File: config.mk
export PLATFORM = sky130hd
export DESIGN_NAME = if_prefetch_stage
export DESIGN_NICKNAME = d
export VERILOG_FILES = /design/src/rtl/if_prefetch_stage.sv
export SDC_FILE = /design/constraint.sdc
export NUM_CORES = 1
export LEC_CHECK = 0
export CORE_ASPECT_RATIO = 0.6
export CORE_MARGIN = 4
export CORE_UTILIZATION = 56
export DETAILED_ROUTE_END_ITERATION = 8
export GPL_ROUTABILITY_DRIVEN = 0
export PLACE_DENSITY = 0.91
export SETUP_SLACK_MARGIN = 0.1
export SYNTH_ARGS = -nofsm -noshare
export SYNTH_HDL_FRONTEND = slang
export SYNTH_SLANG_ARGS = --single-unit
File: constraint.sdc
create_clock -name clk -period 4.2 [get_ports clk]
set_input_delay 1.26 -clock clk [delete_from_list [all_inputs] [get_ports clk]]
set_output_delay 1.26 -clock clk [all_outputs]
set_load 0.05 [all_outputs]
File: src/rtl/if_prefetch_stage.sv
// Instruction-fetch prefetch stage: issues in-order fetches to instruction
// memory, buffers returned words with their fall-through PC, and handles
// branch redirects by flushing the queue and discarding in-flight responses.
module if_prefetch_stage #(
  parameter int unsigned   N           = 32,
  parameter int unsigned   DEPTH       = 4,
  parameter int unsigned   INSTR_BYTES = 4,
  parameter logic [N-1:0]  RESET_PC    = '0
) (
  input  logic         clk,
  input  logic         rst,
  input  logic         freeze,
  input  logic         branchTakenIn,
  input  logic [N-1:0] branchAddressIn,
  output logic         imemReq,
  output logic [N-1:0] imemAddr,
  input  logic         imemGnt,
  input  logic         imemRspValid,
  input  logic [N-1:0] imemRspData,
  output logic         instValidOut,
  output logic [N-1:0] PCOut,
  output logic [N-1:0] instructionOut
);

  localparam int unsigned   PTR_W   = (DEPTH > 1) ? $clog2(DEPTH) : 1;
  localparam int unsigned   CNT_W   = $clog2(DEPTH + 1);
  localparam logic [N-1:0]  STEP    = N'(INSTR_BYTES);
  localparam logic [CNT_W:0] DEPTH_C = (CNT_W + 1)'(DEPTH);

  logic [N-1:0]     fetch_pc_q, fetch_pc_d;
  logic [N-1:0]     rsp_pc_q,   rsp_pc_d;
  logic [CNT_W-1:0] occ_q,      occ_d;
  logic [CNT_W-1:0] pend_q,     pend_d;
  logic [CNT_W-1:0] drop_q,     drop_d;
  logic [PTR_W-1:0] wr_ptr_q,   wr_ptr_d;
  logic [PTR_W-1:0] rd_ptr_q,   rd_ptr_d;

  logic [N-1:0]     mem_pc_q  [DEPTH];
  logic [N-1:0]     mem_ins_q [DEPTH];

  logic             req_c;
  logic             fire_c;
  logic             rsp_acc_c;
  logic             push_c;
  logic             pop_c;
  logic             occ_nz_c;

  // Handshake qualifiers; a redirect suppresses new requests, pushes and pops.
  always_comb begin
    occ_nz_c  = (occ_q != '0);
    req_c     = rst && (({1'b0, occ_q} + {1'b0, pend_q}) < DEPTH_C) && !branchTakenIn;
    fire_c    = req_c && imemGnt;
    rsp_acc_c = imemRspValid && (pend_q != '0);
    push_c    = rsp_acc_c && !branchTakenIn && (drop_q == '0);
    pop_c     = occ_nz_c && !freeze && !branchTakenIn;
  end

  // Next-state: redirect flushes the queue and marks in-flight fetches as stale.
  always_comb begin
    fetch_pc_d = fetch_pc_q;
    rsp_pc_d   = rsp_pc_q;
    occ_d      = occ_q;
    pend_d     = pend_q;
    drop_d     = drop_q;
    wr_ptr_d   = wr_ptr_q;
    rd_ptr_d   = rd_ptr_q;

    if (branchTakenIn) begin
      fetch_pc_d = branchAddressIn;
      rsp_pc_d   = branchAddressIn;
      occ_d      = '0;
      rd_ptr_d   = wr_ptr_q;
      pend_d     = pend_q - CNT_W'(rsp_acc_c);
      drop_d     = pend_q - CNT_W'(rsp_acc_c);
    end else begin
      if (fire_c) begin
        fetch_pc_d = fetch_pc_q + STEP;
      end
      pend_d = pend_q + CNT_W'(fire_c) - CNT_W'(rsp_acc_c);
      if (rsp_acc_c && (drop_q != '0)) begin
        drop_d = drop_q - CNT_W'(1);
      end
      if (push_c) begin
        rsp_pc_d = rsp_pc_q + STEP;
        wr_ptr_d = wr_ptr_q + PTR_W'(1);
      end
      if (pop_c) begin
        rd_ptr_d = rd_ptr_q + PTR_W'(1);
      end
      occ_d = occ_q + CNT_W'(push_c) - CNT_W'(pop_c);
    end
  end

  // Control state registers.
  always_ff @(posedge clk or negedge rst) begin
    if (!rst) begin
      fetch_pc_q <= RESET_PC;
      rsp_pc_q   <= RESET_PC;
      occ_q      <= '0;
      pend_q     <= '0;
      drop_q     <= '0;
      wr_ptr_q   <= '0;
      rd_ptr_q   <= '0;
    end else begin
      fetch_pc_q <= fetch_pc_d;
      rsp_pc_q   <= rsp_pc_d;
      occ_q      <= occ_d;
      pend_q     <= pend_d;
      drop_q     <= drop_d;
      wr_ptr_q   <= wr_ptr_d;
      rd_ptr_q   <= rd_ptr_d;
    end
  end

  // Queue storage; contents are only observed through occ, so no reset needed.
  always_ff @(posedge clk) begin
    if (push_c) begin
      mem_pc_q[wr_ptr_q]  <= rsp_pc_q + STEP;
      mem_ins_q[wr_ptr_q] <= imemRspData;
    end
  end

  // Output drive; head fields read as zero while the queue is empty.
  always_comb begin
    imemReq        = req_c;
    imemAddr       = fetch_pc_q;
    instValidOut   = occ_nz_c && !branchTakenIn;
    PCOut          = occ_nz_c ? mem_pc_q[rd_ptr_q]  : '0;
    instructionOut = occ_nz_c ? mem_ins_q[rd_ptr_q] : '0;
  end

endmodule

* Word-level counts from Yosys, hierarchy flattened
Memories as Yosys holds them, arrays and structs flattened.
Cells that the tools add are included.
** Storage, ports and cells
- Word-level logic and storage cells :: 57
- Bits in registers :: 77
- Bits in writable memories :: 256
- Bits of input ports :: 70
- Memories :: 2
- Output and inout port bits :: 98
** Cells by class
- Order comparisons :: 1
- Muxes and demuxes :: 14
- Add/sub/neg operators :: 11
- Reductions and logical operators :: 21
- Bitwise logic cells :: 1
** Memories
- mem_ins_q :: depth 4, bits a word 32, rd ports 1, clocked after memory_dff 0, wr ports 1, line 39 : logic [N-1:0] mem_ins_q [DEPTH];
- mem_pc_q :: depth 4, bits a word 32, rd ports 1, clocked after memory_dff 0, wr ports 1, line 38 : logic [N-1:0] mem_pc_q [DEPTH];
** Operator list (number)
- 32-bit 2-to-1 mux :: 6
- 32-bit by 3-bit adder with 32-bit output (second input constant) :: 2
- 3-bit 2-to-1 mux :: 4
- 1-bit logical AND :: 10
- 3-bit nonzero test :: 3
- 3-bit by 1-bit subtractor with 3-bit output :: 3
- 2-bit nonzero test :: 4
- 3-bit by 1-bit adder with 3-bit output :: 2
- 2-bit by 1-bit adder with 2-bit output (second input constant) :: 2
- 3-bit by 3-bit adder with 4-bit output :: 1
- 4-bit by 3-bit less-than comparator with 1-bit output (second input constant) :: 1
- 2-bit 2-to-1 mux :: 2
- 3-bit zero test :: 1
- 3-bit by 1-bit subtractor with 3-bit output (second input constant) :: 1
- 1-bit zero test :: 2
- 1-bit 2-to-1 mux :: 2
- 2-bit AND reduction :: 1
- 1-bit NOT :: 1

* Depth between registers and ports, before layout
- Word-level depth :: 8
- Mapped depth :: 14

* Worst setup path after synthesis
OpenSTA, ideal clock, no wires.
- Path kind :: input to register
- Start point :: input imemRspValid
- End point :: memory mem_ins_q[0][0] (enable)
- Slack :: 293 ps
- Arrival time :: 3478 ps
- Stages on the path :: 5
- Data required time :: 3771 ps
- Setup time :: 429 ps
- Buffers on the path :: 2
- Cells stage by stage :: o31a_1 > and2_1 > buf_2 > buf_2 > and3_1
** On the way
- Cells in the longest elaborated chain, start to end :: 5
** Ends and longest elaborated chain
- from (decl) :: line 18 : input logic imemRspValid,
- 1-bit logical AND :: line 53 : rsp_acc_c = imemRspValid && (pend_q != '0);
- 1-bit logical AND (2 in a row) :: line 54 : push_c = rsp_acc_c && !branchTakenIn && (drop_q == '0);
- 1-bit 2-to-1 mux :: line 117 : if (push_c) begin
- 1-bit 2-to-1 mux (implied by the code) :: line 119 : mem_ins_q[wr_ptr_q] <= imemRspData;
- to (decl) :: line 39
Every way passes these cells.

* Final worst setup path
- Start point :: register rd_ptr_q[0]
- End point :: output PCOut[31]
** On the way
- Cells in the longest elaborated chain, start to end :: 2
** Ends and longest elaborated chain
- from (decl) :: line 36 : logic [PTR_W-1:0] rd_ptr_q, rd_ptr_d;
- from (signal assigned) :: line 111 : rd_ptr_q <= rd_ptr_d;
- memory read 4 x 32 bit
- 32-bit 2-to-1 mux :: line 128 : PCOut = occ_nz_c ? mem_pc_q[rd_ptr_q] : '0;
- to (decl) :: line 21 : output logic [N-1:0] PCOut,
Every way passes these cells.

==> flow_results.org <==
** Finish
- Proportion of layout cells with a drive suffix above 1 :: 14.2%
- The multi-input combinational cells in the finished layout cover a total of 4540 µm².
- Final cell count without fillers :: 1473
- The repair_antennas step left the layout with diodes totalling 0.
- Compared with the post-synthesis result, the final layout area differs by 21.4%.
- FILL cells :: 1674
- Final instance area :: 17600 µm²
- Across the whole layout, storage elements account for 9620 µm².
- Number of nets at the end of the flow :: 1209

** Power
- P per Cell Area :: 632 nW/µm²
- Maximum vdd ir drop :: 479 µV
- For this design the static power due to leakage is 0.00638 µW.

** Clocking
- The clock net in this run drives a total of 333 sinks.
- The clock passes through at most 3 buffers.
- CTS H-tree depth :: 1
- Root Driver :: sky130_fd_sc_hd__clkbuf_16
- TritonCTS created 29 clock buffers.
- At the later pin of the worst-skew pair, clock insertion delay measures 550 ps.
- TritonCTS built the clock tree.
- After clock tree synthesis, the clock-pin slew on the worst setup and hold paths is 60 ps.

** Global routing
- Via count of the first global-routing pass :: 8862
- The number of antenna violations at the first check in global routing was 2.
- Maximum number of pins on one net before global-route repair :: 78
- Global routing used 23.1% of the available tracks across all layers.
- Total grt overflow :: 0
- Wire length of the first global-routing pass :: 51.4 mm

** Route
- The detailed router finished its first iteration with 923 violations.
- Wirelength per Cell :: 22.6 µm
- Average via count per standard cell :: 5.98
- The detailed router placed 8805 vias in this run.
- Detailed-routing iteration count for the pre-antenna-repair pass :: 7
- Total detailed-routing wirelength :: 33.3 mm
- After detailed routing, the number of remaining DRC violations is 0.
- The count of nets left with antenna violations once routing finished came out at 0.

** Synth
- Number of synthesized flops with an enable pin :: 256
- Cell area after technology mapping :: 14500 µm²
- Counting distinct cell types in the post-synthesis netlist gives 54.
- A synthesized cell averages 15.3 µm².
- Synth Instances :: 948
- Of the post-synthesis cell area, the dominant cell type holds 53.1%.
- Share of synthesized flip-flops with an asynchronous set or reset :: 23.1%
- Of the synthesized area, sequential elements account for 66.5%.
- During synthesis, Yosys emitted a total of 0 warnings.
- Yosys instantiated no cell more often than sky130_fd_sc_hd__edfxtp_1.
- By count the netlist is led by 256 x sky130_fd_sc_hd__edfxtp_1, 77 x sky130_fd_sc_hd__dfrtp_1, 67 x sky130_fd_sc_hd__nor2b_1, 64 x sky130_fd_sc_hd__mux4_2, 64 x sky130_fd_sc_hd__nand2_1.
- Flops & latches, synth :: 333
- Yosys attributes the largest share of cell area to sky130_fd_sc_hd__edfxtp_1 53%, sky130_fd_sc_hd__dfrtp_1 13%, sky130_fd_sc_hd__mux4_2 10%.
- Of all cell types, the one taking the most synthesized area is sky130_fd_sc_hd__edfxtp_1.
- In the synthesized netlist the dominant register cell turns out to be sky130_fd_sc_hd__edfxtp_1.
- When the netlist entered floorplanning its net count stood at 1036.

** Worst setup path
- STA classifies the critical path startpoint as a register.
- STA puts the critical path data required time at 2940 ps.
- On the worst path, the slowest cell contributes a delay of 760 ps.
- Worst R2R Path Depth :: 11
- Max stage delay cell, worst path :: sky130_fd_sc_hd__clkdlybuf4s50_1
- For the worst setup path, the data arrival time is 2640 ps.
- Worst setup path category :: register to output pin
- Register-to-register setup slack :: 1390 ps
- The critical path goes through mux4_2 -> nor2b_1 -> clkdlybuf4s50_1.
- Endpoint of the most critical register-to-register path :: pend_q[2]
- Endpoint kind of the worst setup timing path :: output pin
- Largest fanout on the critical path :: 11
- Worst reg2reg path startpoint :: pend_q[2]

** Worst hold path
- Hold wc startpoint :: rsp_pc_q[0]
- Along the worst hold path, the cell count comes to 0.
- In this run the worst hold path is classified as register to register.
- Sink of the worst hold path :: mem_pc_q[1][0]

** Timing
- Summed over all failing endpoints, the final setup total negative slack is 0 ps.
- The final count of pins violating max slew is 0.
- The final number of hold-violating endpoints came to 0.
- Worst max-slew margin expressed relative to the limit :: 32.6%
- Final hold analysis gives a worst-case slack of 518 ps.
- Worst Tran Pin Value :: 1010 ps
- Top achievable clock speed :: 257 MHz
- Setup repair after global routing missed its margin :: no
- Final setup violation count :: 0
- Clock skew on the completed layout was measured at 12.9 ps.
- Final critical-path setup slack :: 302 ps
- The worst path in the final design needs a cycle of 3900 ps, including I/O delays and setup.
- After layout, the worst path uses 92.8% of the clock period.

** Die
- Row generation in the floorplan step produced 45 rows.
- The die covers 28600 µm².
- Total core area :: 25300 µm²
- Boundary pin count :: 168
- For this configuration, the core starts out at a cell density of 57.1%.
- Die extent in y :: 133 µm
- Floorplan die width :: 216 µm

** Run
- Across the run, the number of max-cap violations was 0.

** Placement
- After legalization and detailed placement, the total HPWL measured 21.8 mm.
- Number of I/O port buffers :: 167
- Counting tap cells, the placed design contains a total of 1418 instances.
- Post-DP Area :: 16600 µm²
- Prior to clock tree synthesis, the placed netlist has a worst setup slack of 468 ps.

** Status
- The run finished with clean final reports.
==> routing by layer <==
metal | global-route usage [%] | share of wire [%] | up-vias
li1 | - | - | 3911
met1 | 33.0 | 42 | 4446
met2 | 37.1 | 48 | 389
met3 | 5.30 | 8.0 | 55
met4 | 4.79 | 1.7 | 4
met5 | 0 | 0.045 | -
==> how the worst max path moves through the flow <==
| stage | startpoint | to | slack [ps] |
|---|---|---|---|
| 2_1_floorplan | imemRspValid | mem_ins_q[0][0] | 290 |
| 3_3_place_gp | rd_ptr_q[0] | PCOut[3] | 520 |
| 3_5_place_dp | rd_ptr_q[0] | instructionOut[7] | 470 |
| 4_1_cts | rd_ptr_q[0] | PCOut[21] | 90 |
| 5_1_grt | occ_q[1] | PCOut[31] | 210 |
| 6_report | rd_ptr_q[0] | PCOut[31] | 300 |
==> stage by stage <==
stage,power (µW),util [%]
finish,11100,69.3
global route,11600,69.3
CTS,11200,69.2
detailed placement,8710,65.7
global placement,8630,65.7
floorplan,7190,-
==> flip-flops by register name, summed over array words and instances, names as in the netlist, 3 cells and up <==
signal and flops:
drop_q 3, imemAddr 32, mem_ins_q 128, mem_pc_q 128, occ_q 3, pend_q 3, rsp_pc_q 32
==> what timing repair did <==
| action | CTS | global route |
|---|---|---|
| resized for setup | 49 | 8 |
| buffers inserted | 1 | 0 |
| pin swaps | 0 | 0 |
| endpoints found under the setup margin | 49 | 8 |
| hold buffers | 0 | 0 |
==> worst max-delay path: cells and delay by family, from the launching register on <==
kind / cells / cell delay [ps]
DFF: 1 / 620
and+or+nand+nor: 1 / 150
muxes: 1 / 560
buffers and inverters: 1 / 760
==> placed cells by master, fill, tap and decap left out, types with 10 or more instances in the layout <==
cell type / count
sky130_fd_sc_hd__nor2b_1: 67
sky130_fd_sc_hd__dfrtp_1: 75
sky130_fd_sc_hd__xnor2_1: 39
sky130_fd_sc_hd__buf_4: 17
sky130_fd_sc_hd__nand3_1: 38
sky130_fd_sc_hd__nor2_1: 34
sky130_fd_sc_hd__ha_1: 16
sky130_fd_sc_hd__edfxtp_1: 256
sky130_fd_sc_hd__dlygate4sd2_1: 49
sky130_fd_sc_hd__o21ai_0: 42
sky130_fd_sc_hd__clkbuf_1: 13
sky130_fd_sc_hd__nand2_1: 64
sky130_fd_sc_hd__xor2_1: 33
sky130_fd_sc_hd__nor3_1: 11
sky130_fd_sc_hd__clkbuf_16: 29
sky130_fd_sc_hd__mux4_2: 64
sky130_fd_sc_hd__buf_12: 10
sky130_fd_sc_hd__inv_1: 27
sky130_fd_sc_hd__nand4_1: 25
sky130_fd_sc_hd__clkdlybuf4s50_1: 107
==> logic make-up after synthesis <==
group	count (synthesis)	share of synthesized area, %
XOR/XNOR	72	4.36
flip-flops	333	66.5
AO/OA/AOI/OAI	91	3.87
adder cells (fa/ha/maj)	18	1.66
multiplexers	69	10.3
AND/OR/NAND/NOR	286	11.0
buffers and inverters	79	2.35
==> cell type report <==
class / instances / area share, %
Sequential cell: 333 / 54.8
Inverter: 28 / 0.598
Tap cell: 329 / 2.34
Multi-Input combinational cell: 536 / 25.8
Clock buffer: 49 / 4.92
Timing Repair Buffer: 193 / 11.1
Clock inverter: 5 / 0.449
==> power breakdown <==
group | switching, µW | internal, µW | leakage (µW) | total, µW
clock network | 1130 | 1520 | 0.000461 | 2650
registers | 233 | 3800 | 0.00323 | 4030
logic | 2850 | 1570 | 0.00269 | 4420
Power figures use the tool's default switching activity.
